### src/rtl/spi_pkg.sv
// Shared SPI receive-path constants and the stored FIFO entry layout.
package spi_pkg;

  localparam int SPI_BYTE_W        = 8;
  localparam int SPI_RX_FIFO_DEPTH = 8;

  typedef struct packed {
    logic                  first;
    logic [SPI_BYTE_W-1:0] data;
  } spi_rx_entry_t;

endpackage

### src/rtl/spi_rx_fifo_mem.sv
// Register array for the SPI receive FIFO: one synchronous write port and one
// asynchronous read port so the head entry falls through combinationally.
module spi_rx_fifo_mem #(
  parameter int DATA_W = 8,
  parameter int DEPTH  = 8
) (
  input  logic                       clk,
  input  logic                       wr_en,
  input  logic [$clog2(DEPTH)-1:0]   wr_addr,
  input  logic [DATA_W:0]            wr_entry,
  input  logic [$clog2(DEPTH)-1:0]   rd_addr,
  output logic [DATA_W:0]            rd_entry
);

  logic [DATA_W:0] mem [DEPTH];

  // Contents are never reset; validity is tracked by the pointer logic.
  always_ff @(posedge clk) begin
    if (wr_en) mem[wr_addr] <= wr_entry;
  end

  assign rd_entry = mem[rd_addr];

endmodule

### src/rtl/spi_rx_byte_fifo.sv
// Byte FIFO behind the MISO deserializer with frame-start tagging, fill level
// and sticky overflow. Define SPI_RX_OVF_CNT_EN to add the ovf_count output.
module spi_rx_byte_fifo
  import spi_pkg::*;
#(
  parameter int DATA_W = SPI_BYTE_W,
  parameter int DEPTH  = SPI_RX_FIFO_DEPTH
) (
  input  logic                     spi_clk,
  input  logic                     spi_rst,
  input  logic                     spi_cs,
  input  logic [DATA_W-1:0]        wr_data,
  input  logic                     wr_valid,
  output logic [DATA_W-1:0]        rd_data,
  output logic                     rd_first,
  output logic                     rd_valid,
  input  logic                     rd_ready,
  input  logic                     flush,
  output logic [$clog2(DEPTH):0]   level,
  output logic                     full,
  output logic                     overflow,
`ifdef SPI_RX_OVF_CNT_EN
  output logic [7:0]               ovf_count,
`endif
  input  logic                     ovf_clr
);

  localparam int AW = $clog2(DEPTH);
  localparam int LW = AW + 1;

  logic [AW-1:0]   wr_ptr;
  logic [AW-1:0]   rd_ptr;
  logic            first_pending;
  logic            push;
  logic            pop;
  logic            drop;
  logic [DATA_W:0] wr_entry;
  logic [DATA_W:0] head_entry;

  assign full     = (level == LW'(DEPTH));
  assign rd_valid = (level != '0);

  // A flush swallows everything in its cycle, including would-be drops.
  assign pop  = rd_valid & rd_ready & ~flush;
  assign push = wr_valid & (~full | pop) & ~flush;
  assign drop = wr_valid & full & ~pop & ~flush;

  // Chip-select high in the push cycle already marks a new frame.
  assign wr_entry = {first_pending | spi_cs, wr_data};

  spi_rx_fifo_mem #(
    .DATA_W (DATA_W),
    .DEPTH  (DEPTH)
  ) u_mem (
    .clk      (spi_clk),
    .wr_en    (push),
    .wr_addr  (wr_ptr),
    .wr_entry (wr_entry),
    .rd_addr  (rd_ptr),
    .rd_entry (head_entry)
  );

  assign rd_data  = rd_valid ? head_entry[DATA_W-1:0] : '0;
  assign rd_first = rd_valid & head_entry[DATA_W];

  always_ff @(posedge spi_clk or posedge spi_rst) begin
    if (spi_rst) begin
      wr_ptr <= '0;
      rd_ptr <= '0;
      level  <= '0;
    end else if (flush) begin
      wr_ptr <= '0;
      rd_ptr <= '0;
      level  <= '0;
    end else begin
      if (push) wr_ptr <= wr_ptr + AW'(1);
      if (pop)  rd_ptr <= rd_ptr + AW'(1);
      case ({push, pop})
        2'b10:   level <= level + LW'(1);
        2'b01:   level <= level - LW'(1);
        default: level <= level;
      endcase
    end
  end

  always_ff @(posedge spi_clk or posedge spi_rst) begin
    if (spi_rst) begin
      first_pending <= 1'b1;
      overflow      <= 1'b0;
    end else begin
      if (spi_cs)    first_pending <= 1'b1;
      else if (push) first_pending <= 1'b0;
      if (drop)         overflow <= 1'b1;
      else if (ovf_clr) overflow <= 1'b0;
    end
  end

`ifdef SPI_RX_OVF_CNT_EN
  always_ff @(posedge spi_clk or posedge spi_rst) begin
    if (spi_rst)                 ovf_count <= 8'd0;
    else if (ovf_clr)            ovf_count <= drop ? 8'd1 : 8'd0;
    else if (drop && ovf_count != 8'hFF) ovf_count <= ovf_count + 8'd1;
  end
`endif

endmodule

### config.mk
export PLATFORM = sky130hd
export DESIGN_NAME = spi_rx_byte_fifo
export DESIGN_NICKNAME = d
export VERILOG_FILES = /design/src/rtl/spi_pkg.sv /design/src/rtl/spi_rx_fifo_mem.sv /design/src/rtl/spi_rx_byte_fifo.sv
export SDC_FILE = /design/constraint.sdc
export NUM_CORES = 1
export LEC_CHECK = 0
export BUFFER_PORTS_ARGS = -buffer_cell sky130_fd_sc_hd__buf_2
export CAP_MARGIN = 20
export CORE_MARGIN = 2
export CORE_UTILIZATION = 40
export DETAILED_ROUTE_END_ITERATION = 8
export SYNTH_ARGS = -nofsm -noshare
export SYNTH_HDL_FRONTEND = slang
export SYNTH_SLANG_ARGS = --single-unit
### constraint.sdc
create_clock -name spi_clk -period 2.3 [get_ports spi_clk]
set_input_delay 0.46 -clock spi_clk [delete_from_list [all_inputs] [get_ports spi_clk]]
set_output_delay 0.46 -clock spi_clk [all_outputs]
set_load 0.03 [all_outputs]
==> flow_summary.json, run 1 <==
{
  "status": "finished, violations left",
  "violations": "setup timing",
  "yosysWarnings": 0,
  "fillers": 736,
  "worstPathCellList": "buf_12 -> mux4_2 -> mux2i_2 -> nor2_1 -> buf_2",
  "antenna_found_initial": 0,
  "stdcell_count": 365,
  "rsz0062_at_grt": "yes",
  "r2r_start": "level[2]$_DFFE_PP0P_",
  "leakage_nw": 1.482,
  "ir_drop_uv": 423.5,
  "crit_start": "rd_ptr[0]$_DFFE_PP0P_",
  "r2r_cells": 9,
  "gp_congestion": 0.7865,
  "worstPathMaxFanout": 9,
  "postCtsHoldBufs": 0,
  "hpwl_mm": 4.277,
  "portBuffers": 30,
  "fp.dieW_um": 98.06,
  "wire_per_inst_um": 17.93,
  "syn_to_final_growth_pct": 18.95,
  "io_pins": 31,
  "r2r-end": "level[3]$_DFFE_PP0P_",
  "min_period_over_period_pct": 100.9,
  "drc": 0,
  "slew_viol_final": 0,
  "first_pass_iters": 5,
  "core_um2": 8636,
  "final_area_um2": 4209,
  "cts.path.max_buffers": 2,
  "relSlewSlack_pct": 39.37,
  "overflow": 0,
  "cp_top_family": "multiplexers",
  "setup_viol": 1,
  "clock_skew_ps": 10.88,
  "place_area_um2": 3973,
  "seq_area_um2": 2469,
  "antennaDiodeCount": 0,
  "ys_seq_area_share_pct": 69.63,
  "die_y_um": 98.06,
  "synth_seq_cells": 84,
  "grt_max_degree": 21,
  "synth-main-ff-cell": "edfxtp_1",
  "power_density_nw_per_um2": 1028,
  "grt_pass1_wl_mm": 10.54,
  "crit_required_ps": 1840,
  "grt_pass1_vias": 1914,
  "arrival_ps": 1860,
  "syn_avg_cell_area_um2": 17.52,
  "multi_input_area_um2": 1052,
  "syn_nets": 221,
  "wl_mm": 6.546,
  "clkSinkCount": 84,
  "htreeDepth": 3,
  "async_flop_share_pct": 14.29,
  "final_hold_viol_count": 0,
  "synth_edf_count": 72,
  "ant_nets": 0,
  "grt_usage_pct": 14.73,
  "worstHoldPathType": "in -> async",
  "timing.fmax_mhz": 430.7,
  "clkLatencyLatePin_ps": 340,
  "cts-buffers-inserted": 9,
  "initial_core_util_pct": 40.97,
  "via_count": 1898,
  "rows": 34,
  "p_switching_mw": 1.429,
  "pre_cts_ws_ps": 241.4,
  "tightest_slew_ps": 906.1,
  "fin_ws_ps": -21.73,
  "synth_area_um2": 3538,
  "period_minus_slack_ps": 2322,
  "p_comb_share_pct": 33.7,
  "cp_slowest_stage_delay_ps": 510,
  "ys_types": 39,
  "whs_ps": 118.9,
  "cts_tree": "yes",
  "sw_frac_of_total_pct": 33.04,
  "finalPower_mw": 4.326,
  "layout-drive-gt1-share_pct": 38.52,
  "seqPwrFrac_pct": 42.7,
  "vias_per_cell": 5.200,
  "path_buf_inv": 2,
  "crit_type": "reg -> out",
  "syn_inst": 202,
  "final_util_pct": 48.74,
  "cp-start-kind": "register",
  "regToRegSetupSlack_ps": 230,
  "crit_slowest_cell": "mux4_2",
  "pwr-share-clk_pct": 23.6,
  "dp.cells": 347,
  "cts_root_buffer": "clkbuf_8",
  "endpoint_kind": "output port",
  "die_area_um2": 9615,
  "final.setup.tns_ps": -21.73,
  "drt_iter0_drc": 69,
  "nets": 271,
  "p_int_mw": 2.897,
  "path_clk_slew_ps": 80,
  "cap_viol_max_count": 0
}
==> state kept, by name, summed over array words and instances, names as in the netlist <==
register       cells
rd_ptr             3
first_pending      1
u_mem.mem         72
level              4
overflow           1
wr_ptr             3
==> power groups by stage <==
stage	Sequential, mW	Combinational, mW	Clock, mW
6_report	1.85	1.46	1.02
5_1_grt	1.86	1.58	1.11
4_1_cts	1.84	1.51	1.05
3_5_place_dp	1.87	1.41	0
3_3_place_gp	1.87	1.40	0
2_1_floorplan	1.87	1.02	0
==> repair_timing <==
item                                    CTS  global route
cloned                                    1             0
setup buffers                             2             0
pin swaps                                 0             0
resized for setup                         8             6
endpoints found under the setup margin    7             9
==> how the worst max path moves through the flow <==
stage,endpoint,depth (start not counted)
2_1_floorplan,level[3]$_DFFE_PP0P_,10
3_3_place_gp,u_mem.mem[3][4]$_DFFE_PP_,3
3_5_place_dp,u_mem.mem[3][4]$_DFFE_PP_,3
4_1_cts,rd_data[7],6
5_1_grt,rd_first,5
6_report,rd_first,5
==> cell usage in the layout, fill, tap and decap left out, types with 2 or more instances in the layout <==
cell and count:
edfxtp_1 72, buf_2 24, buf_4 21, nor2_1 19
mux4_2 18, clkbuf_8 10, mux2i_1 9, dfrtp_1 7
nand2_1 5, nor3_1 4, inv_1 4, a21oi_1 4
xor2_1 4, clkbuf_1 4, dfrtp_2 4, xnor2_1 3
o21ai_0 3, nand3_1 3, nor4_2 3, ha_1 3
o21ai_1 2, o211ai_1 2, buf_12 2
==> cells by family (layout without fill, tap and decap cells) <==
| logic type | Yosys count | after routing | synth area share (%) |
|---|---|---|---|
| AO/OA/AOI/OAI | 20 | 20 | 4.279 |
| buffers and inverters | 15 | 70 | 2.121 |
| flip-flops | 84 | 84 | 69.63 |
| adder cells (fa/ha/maj) | 4 | 4 | 1.414 |
| AND/OR/NAND/NOR | 44 | 44 | 6.542 |
| XOR/XNOR | 7 | 7 | 1.733 |
| multiplexers | 28 | 28 | 14.29 |
==> synth_stat cells, types with 2 or more instances <==
cell | number | area [um^2]
o21ai_0 | 5 | 25.02
clkbuf_1 | 2 | 7.510
xor2_1 | 4 | 35.03
ha_1 | 4 | 50.05
xnor2_1 | 3 | 26.28
nor3_1 | 5 | 25.02
o211ai_1 | 2 | 15.01
buf_1 | 2 | 7.510
edfxtp_1 | 72 | 2162
buf_4 | 2 | 15.01
dfrtp_1 | 11 | 275.3
a21oi_1 | 4 | 20.02
nand2_1 | 6 | 22.52
mux4_2 | 18 | 405.4
inv_1 | 4 | 15.01
or2_2 | 2 | 12.51
nor2_1 | 19 | 71.32
nor4_1 | 3 | 18.77
mux2i_1 | 10 | 100.1
buf_2 | 3 | 15.01
nand3_1 | 3 | 15.01
==> routing by layer <==
layer | vias up | track usage [%] | wire length (um)
met3 | 9 | 3.150 | 199
met5 | - | 0 | 0
met2 | 29 | 22.60 | 3044
li1 | 898 | - | -
met1 | 962 | 20.88 | 3203
met4 | 0 | 5.449 | 97
==> worst register-to-register path, cell delays in order, from the launching register on <==
cell and delay (ps):
dfrtp_2 480, nor4_4 320, inv_2 100, nand2_4 100, nor3_4 50, ha_1 330
and3_1 160, o21ai_1 70, o311ai_1 240, a21oi_1 100
==> layout make-up <==
type                            instances  area share, %
Clock buffer                           14          3.627
Clock inverter                          2         0.8918
Inverter                                5         0.4459
Multi-Input combinational cell        103          25.00
Sequential cell                        84          58.65
Tap cell                              108          3.210
Timing Repair Buffer                   49          8.175
Power figures use the tool's default switching activity.
==> run 2, diff against run 1 <==
--- a/config.mk
+++ b/config.mk
@@ -7,9 +7,11 @@
 export LEC_CHECK = 0
 export BUFFER_PORTS_ARGS = -buffer_cell sky130_fd_sc_hd__buf_2
 export CAP_MARGIN = 20
+export CORE_ASPECT_RATIO = 0.6
 export CORE_MARGIN = 2
-export CORE_UTILIZATION = 40
+export CORE_UTILIZATION = 53
 export DETAILED_ROUTE_END_ITERATION = 8
+export PLACE_DENSITY = 0.75
 export SYNTH_ARGS = -nofsm -noshare
 export SYNTH_HDL_FRONTEND = slang
 export SYNTH_SLANG_ARGS = --single-unit
==> run 2 against run 1 <==
  * The flow now finishes without violations
  * Die area is 23% lower
  * Sequential power hardly changed
  * First-iteration DRC count is 130% higher
  * Setup slack better by 24 ps
  * Non-clock buffer count is 3 lower
  * Critical path depth stayed put
  * Via count is 4.3% higher
  * Clock skew is 2.9 ps lower
  * Worst hold slack worse by 4.7 ps
  * Sequential share of layout area is 0.90 points higher
  * Largest power group unchanged
  * Combinational power hardly changed
==> flow_summary.json, run 2 (synthesis gave the netlist of run 1 again) <==
{
  "cts_root_buffer": "clkbuf_8",
  "regToRegSetupSlack_ps": 190,
  "fillers": 486,
  "hpwl_mm": 4.360,
  "endpoint_kind": "output port",
  "arrival_ps": 1840,
  "cp_top_family": "multiplexers",
  "crit_slowest_cell": "mux4_2",
  "p_switching_mw": 1.425,
  "cp-start-kind": "register",
  "final_common_cell": "edfxtp_1",
  "nets": 268,
  "final_util_pct": 63.22,
  "final_hold_viol_count": 0,
  "grt_pass1_vias": 1898,
  "leakage_nw": 1.465,
  "postCtsHoldBufs": 0,
  "largest_reg_flops": 72,
  "rows": 23,
  "via_count": 1979,
  "seqPwrFrac_pct": 43.1,
  "core_um2": 6561,
  "place_area_um2": 3911,
  "drc": 0,
  "cts-buffers-inserted": 9,
  "worstHoldPathType": "in -> async",
  "overflow": 0,
  "crit_required_ps": 1840,
  "whs_ps": 114.2,
  "min_period_over_period_pct": 99.89,
  "layout-drive-gt1-share_pct": 37.80,
  "cts.path.max_buffers": 2,
  "path_buf_inv": 2,
  "fp.dieW_um": 109.5,
  "grt_pass1_wl_mm": 10.66,
  "antenna_found_initial": 0,
  "grt_usage_pct": 21.39,
  "final_area_um2": 4148,
  "die_y_um": 67.29,
  "relSlewSlack_pct": 67.71,
  "die_area_um2": 7367,
  "ir_drop_uv": 494.0,
  "io_pins": 31,
  "r2r_cells": 9,
  "syn_to_final_growth_pct": 17.22,
  "reg_top3": "u_mem.mem x72, level x4",
  "sw_frac_of_total_pct": 32.86,
  "setup_viol": 0,
  "finalPower_mw": 4.335,
  "wl_mm": 6.828,
  "path_clk_slew_ps": 70,
  "grt_max_degree": 20,
  "rsz0062_at_grt": "yes",
  "worstPathCellList": "buf_6 -> mux4_2 -> mux2i_1 -> nor2_1 -> buf_4",
  "antennaDiodeCount": 0,
  "cts_tree": "yes",
  "clkSinkCount": 84,
  "ant_nets": 0,
  "crit_type": "reg -> out",
  "gp_congestion": 0.8656,
  "tightest_slew_ps": 483.8,
  "drt_iter0_drc": 162,
  "p_comb_share_pct": 33.1,
  "clkLatencyLatePin_ps": 350,
  "cap_viol_max_count": 0,
  "layout_common_cells": "edfxtp_1 (72), buf_2 (24), nor2_1 (19), buf_4 (19), mux4_2 (18)",
  "portBuffers": 30,
  "slew_viol_final": 0,
  "period_minus_slack_ps": 2297,
  "final.setup.tns_ps": 0,
  "pwr-share-clk_pct": 23.8,
  "clock_skew_ps": 8.005,
  "p_int_mw": 2.911,
  "cp_slowest_stage_delay_ps": 510,
  "vias_per_cell": 5.804,
  "r2r-end": "level[3]$_DFFE_PP0P_",
  "timing.fmax_mhz": 435.3,
  "initial_core_util_pct": 53.93,
  "largest_register": "u_mem.mem",
  "r2r_start": "level[2]$_DFFE_PP0P_",
  "worstPathMaxFanout": 5,
  "wire_per_inst_um": 20.02,
  "power_density_nw_per_um2": 1045,
  "first_pass_iters": 4,
  "status": "finished clean",
  "crit_start": "rd_ptr[0]$_DFFE_PP0P_",
  "htreeDepth": 3
}
[run 2: cell count changes in the layout (fill, tap and decap cells not counted), sizes merged]
cell      previous run  this run
buf                 49        46
clkbuf              14        15
clkinvlp             1         0
[run 2: routing by layer]
layer  GRT usage (%)  vias to the layer above  share of wire (%)
met2           30.09                       62                 45
met4           9.177                        0                2.0
met5               0                        -                  0
li1                -                      890                  -
met1           31.70                     1012                 47
met3           5.792                       15                6.0
[run 2: stage by stage]
stage               instances  setup WS [ps]
floorplan                 202         -143.1
global placement          323          163.0
detailed placement        323          141.9
CTS                       340         -32.39
global route              341         -96.29
finish                    341          2.515
[run 2: repair_timing]
item,in CTS,in global routing
cloned,1,0
setup endpoints to repair,9,9
resized for setup,8,6
setup buffers,0,1
[run 2: power groups by stage]
stage	Sequential, mW	Clock (mW)	Combinational, mW
2_1_floorplan	1.87	0	1.02
3_3_place_gp	1.89	0	1.36
3_5_place_dp	1.89	0	1.38
4_1_cts	1.87	1.05	1.42
5_1_grt	1.88	1.12	1.54
6_report	1.87	1.03	1.44
[run 2: how the worst max path moves through the flow]
stage	slack, ps	endpoint	depth (start not counted)
final	3	rd_first	5
after global placement	160	rd_data[4]	4
after CTS	-30	rd_data[4]	5
after global routing	-100	rd_data[4]	5
after detailed placement	140	rd_data[1]	4
after floorplan	-140	level[3]$_DFFE_PP0P_	10
[run 2: worst register-to-register path, stage by stage, from the launching register on]
cell and delay [ps]:
dfrtp_2 480, nor4_4 330, inv_2 100, nand2_4 110, nor3_4 50, ha_1 340, and3_1 170, o21ai_1 80
o311ai_1 240, a21oi_1 100
[run 2: final cells by class]
| type | count | area, um^2 | share of cell area [%] |
|---|---|---|---|
| Clock buffer | 15 | 166.4 | 4.012 |
| Clock inverter | 1 | 30.03 | 0.7240 |
| Timing Repair Buffer | 46 | 305.3 | 7.360 |
| Tap cell | 87 | 108.9 | 2.624 |
| Multi-Input combinational cell | 103 | 1049 | 25.28 |
| Inverter | 5 | 18.77 | 0.4525 |
| Sequential cell | 84 | 2470 | 59.55 |
==> run 3, diff against run 2 <==
--- a/config.mk
+++ b/config.mk
@@ -9,9 +9,9 @@
 export CAP_MARGIN = 20
 export CORE_ASPECT_RATIO = 0.6
 export CORE_MARGIN = 2
-export CORE_UTILIZATION = 53
+export CORE_UTILIZATION = 55
 export DETAILED_ROUTE_END_ITERATION = 8
-export PLACE_DENSITY = 0.75
+export PLACE_DENSITY = 0.74
 export SYNTH_ARGS = -nofsm -noshare
 export SYNTH_HDL_FRONTEND = slang
 export SYNTH_SLANG_ARGS = --single-unit
==> constraint.sdc (replaced) <==
create_clock -name spi_clk -period 3 [get_ports spi_clk]
set_input_delay 0.6 -clock spi_clk [delete_from_list [all_inputs] [get_ports spi_clk]]
set_output_delay 0.6 -clock spi_clk [all_outputs]
set_load 0.03 [all_outputs]
==> run 3 against run 2 <==
  * Global-route usage increased by 0.53 points
  * Non-clock buffer count decreased by 4
  * Sequential share of layout area increased by 1.1 points
  * Final cell count decreased by 2.1%
  * Routed wire length decreased by 1.3%
  * Clock power decreased by 18%
  * Largest power group unchanged
  * Cell area decreased by 2.1%
  * Critical path depth unchanged
  * Power decreased by 24%
==> flow_summary.json, run 3 (synthesis gave the netlist of run 1 again) <==
{
  "arrival_ps": 2050,
  "setup_viol": 0,
  "gp_congestion": 0.8370,
  "p_switching_mw": 1.117,
  "relSlewSlack_pct": 44.98,
  "tightest_slew_ps": 818.5,
  "antennaDiodeCount": 0,
  "cts.path.max_buffers": 2,
  "via_count": 1943,
  "grt_pass1_vias": 1822,
  "core_um2": 6166,
  "rsz0062_at_grt": "no",
  "vias_per_cell": 5.817,
  "rows": 22,
  "seqPwrFrac_pct": 42.3,
  "p_int_mw": 2.194,
  "leakage_nw": 1.446,
  "reg_top3": "u_mem.mem x72, level x4",
  "min_period_over_period_pct": 88.38,
  "slew_viol_final": 0,
  "wl_met2_mm": 2.758,
  "ant_nets": 0,
  "cp-start-kind": "register",
  "postCtsHoldBufs": 0,
  "finalPower_mw": 3.310,
  "final_util_pct": 65.87,
  "ir_drop_uv": 445.7,
  "drt_iter0_drc": 116,
  "endpoint_kind": "output port",
  "cts_tree": "yes",
  "layout-drive-gt1-share_pct": 34.00,
  "post_cts_resized": 0,
  "power_density_nw_per_um2": 815.1,
  "die_y_um": 66.13,
  "nets": 264,
  "status": "finished clean",
  "place_area_um2": 3852,
  "largest_register": "u_mem.mem",
  "dr_wl_met3_um": 484,
  "cts-buffers-inserted": 9,
  "overflow": 0,
  "final_common_cell": "edfxtp_1",
  "wire_per_inst_um": 20.17,
  "highest-signal-layer": "met4",
  "final_area_um2": 4061,
  "grt_usage_pct": 21.93,
  "fin_ws_ps": 348.6,
  "drc": 0,
  "portBuffers": 30,
  "period_minus_slack_ps": 2651,
  "largest_reg_flops": 72,
  "p_comb_share_pct": 32.2,
  "final.setup.tns_ps": 0,
  "syn_to_final_growth_pct": 14.78,
  "wl_met1_mm": 3.471,
  "initial_core_util_pct": 57.39,
  "final_hold_viol_count": 0,
  "hpwl_mm": 4.603,
  "clkLatencyLatePin_ps": 350,
  "die_area_um2": 7112,
  "crit_required_ps": 2400,
  "post-cts-setup-buffers": 0,
  "clkSinkCount": 84,
  "timing.fmax_mhz": 377.2,
  "cts_root_buffer": "clkbuf_8",
  "grt_pass1_wl_mm": 10.74,
  "htreeDepth": 3,
  "worstHoldPathType": "in -> async",
  "fp.dieW_um": 107.6,
  "path_clk_slew_ps": 80,
  "antenna_found_initial": 0,
  "cap_viol_max_count": 0,
  "pwr-share-clk_pct": 25.6,
  "first_pass_iters": 4,
  "grt_max_degree": 21,
  "wl_mm": 6.738,
  "worstPathMaxFanout": 18,
  "layout_common_cells": "edfxtp_1 (72), buf_2 (30), nor2_1 (19)",
  "crit_type": "reg -> out",
  "sw_frac_of_total_pct": 33.74,
  "clock_skew_ps": 8.096,
  "io_pins": 31,
  "pre_cts_ws_ps": 603.1
}
run 3: cell count changes in the layout (fill, tap and decap cells not counted), sizes merged:
cell	before	now
bufinv	1	2
buf	46	42
clkbuf	15	12
clkinv	0	2
run 3: final cells by class:
class	instances	area [um^2]
flip-flops and latches	84	2464
fillers	438	2105
multi-input cells	103	1025
repair buffers	42	240.2
clock buffers	12	135.1
well taps	84	105.1
clock inverters	4	73.82
inverters	5	18.77
run 3: metrics by stage:
| step | hold slack [ps] | std cells |
|---|---|---|
| after floorplan | 464.0 | 202 |
| after detailed placement | 564.6 | 318 |
| after CTS | 253.9 | 334 |
| final | 248.4 | 334 |
| after global placement | 570.9 | 318 |
| after global routing | 287.0 | 334 |
run 3: metal layers:
metal / vias up / GRT usage (%)
met5: - / 0
met4: 0 / 4.327
met3: 6 / 6.798
met2: 65 / 27.91
met1: 985 / 36.73
li1: 887 / -
run 3: worst paths after layout:
path                                        from                        end  slack (ps)  cells past startpoint
max reg2reg                 level[2]$_DFFE_PP0P_       level[3]$_DFFE_PP0P_         600                      9
min                                      spi_rst      wr_ptr[1]$_DFFE_PP0P_         250                      2
min reg2reg                rd_ptr[0]$_DFFE_PP0P_      rd_ptr[0]$_DFFE_PP0P_         590                      2
max                        rd_ptr[0]$_DFFE_PP0P_                 rd_data[3]         350                      5
min in group spi_clk                      spi_cs  first_pending$_DFFE_PP1P_         510                      2
max in group asynchronous                spi_rst  first_pending$_DFFE_PP1P_        2400                      2
run 3: worst max-delay path, stage by stage, from the launching register on:
cell and delay [ps]:
dfrtp_1 390, buf_4 360, mux4_2 570, mux2i_1 130
nor2_1 60, buf_2 180
run 3: power groups by stage:
| stage | Clock [mW] | Sequential [mW] | Combinational [mW] |
|---|---|---|---|
| floorplan | 0 | 1.43 | 0.753 |
| global placement | 0 | 1.42 | 1.04 |
| detailed placement | 0 | 1.42 | 1.06 |
| CTS | 0.859 | 1.40 | 1.06 |
| global route | 0.918 | 1.41 | 1.14 |
| finish | 0.847 | 1.40 | 1.06 |
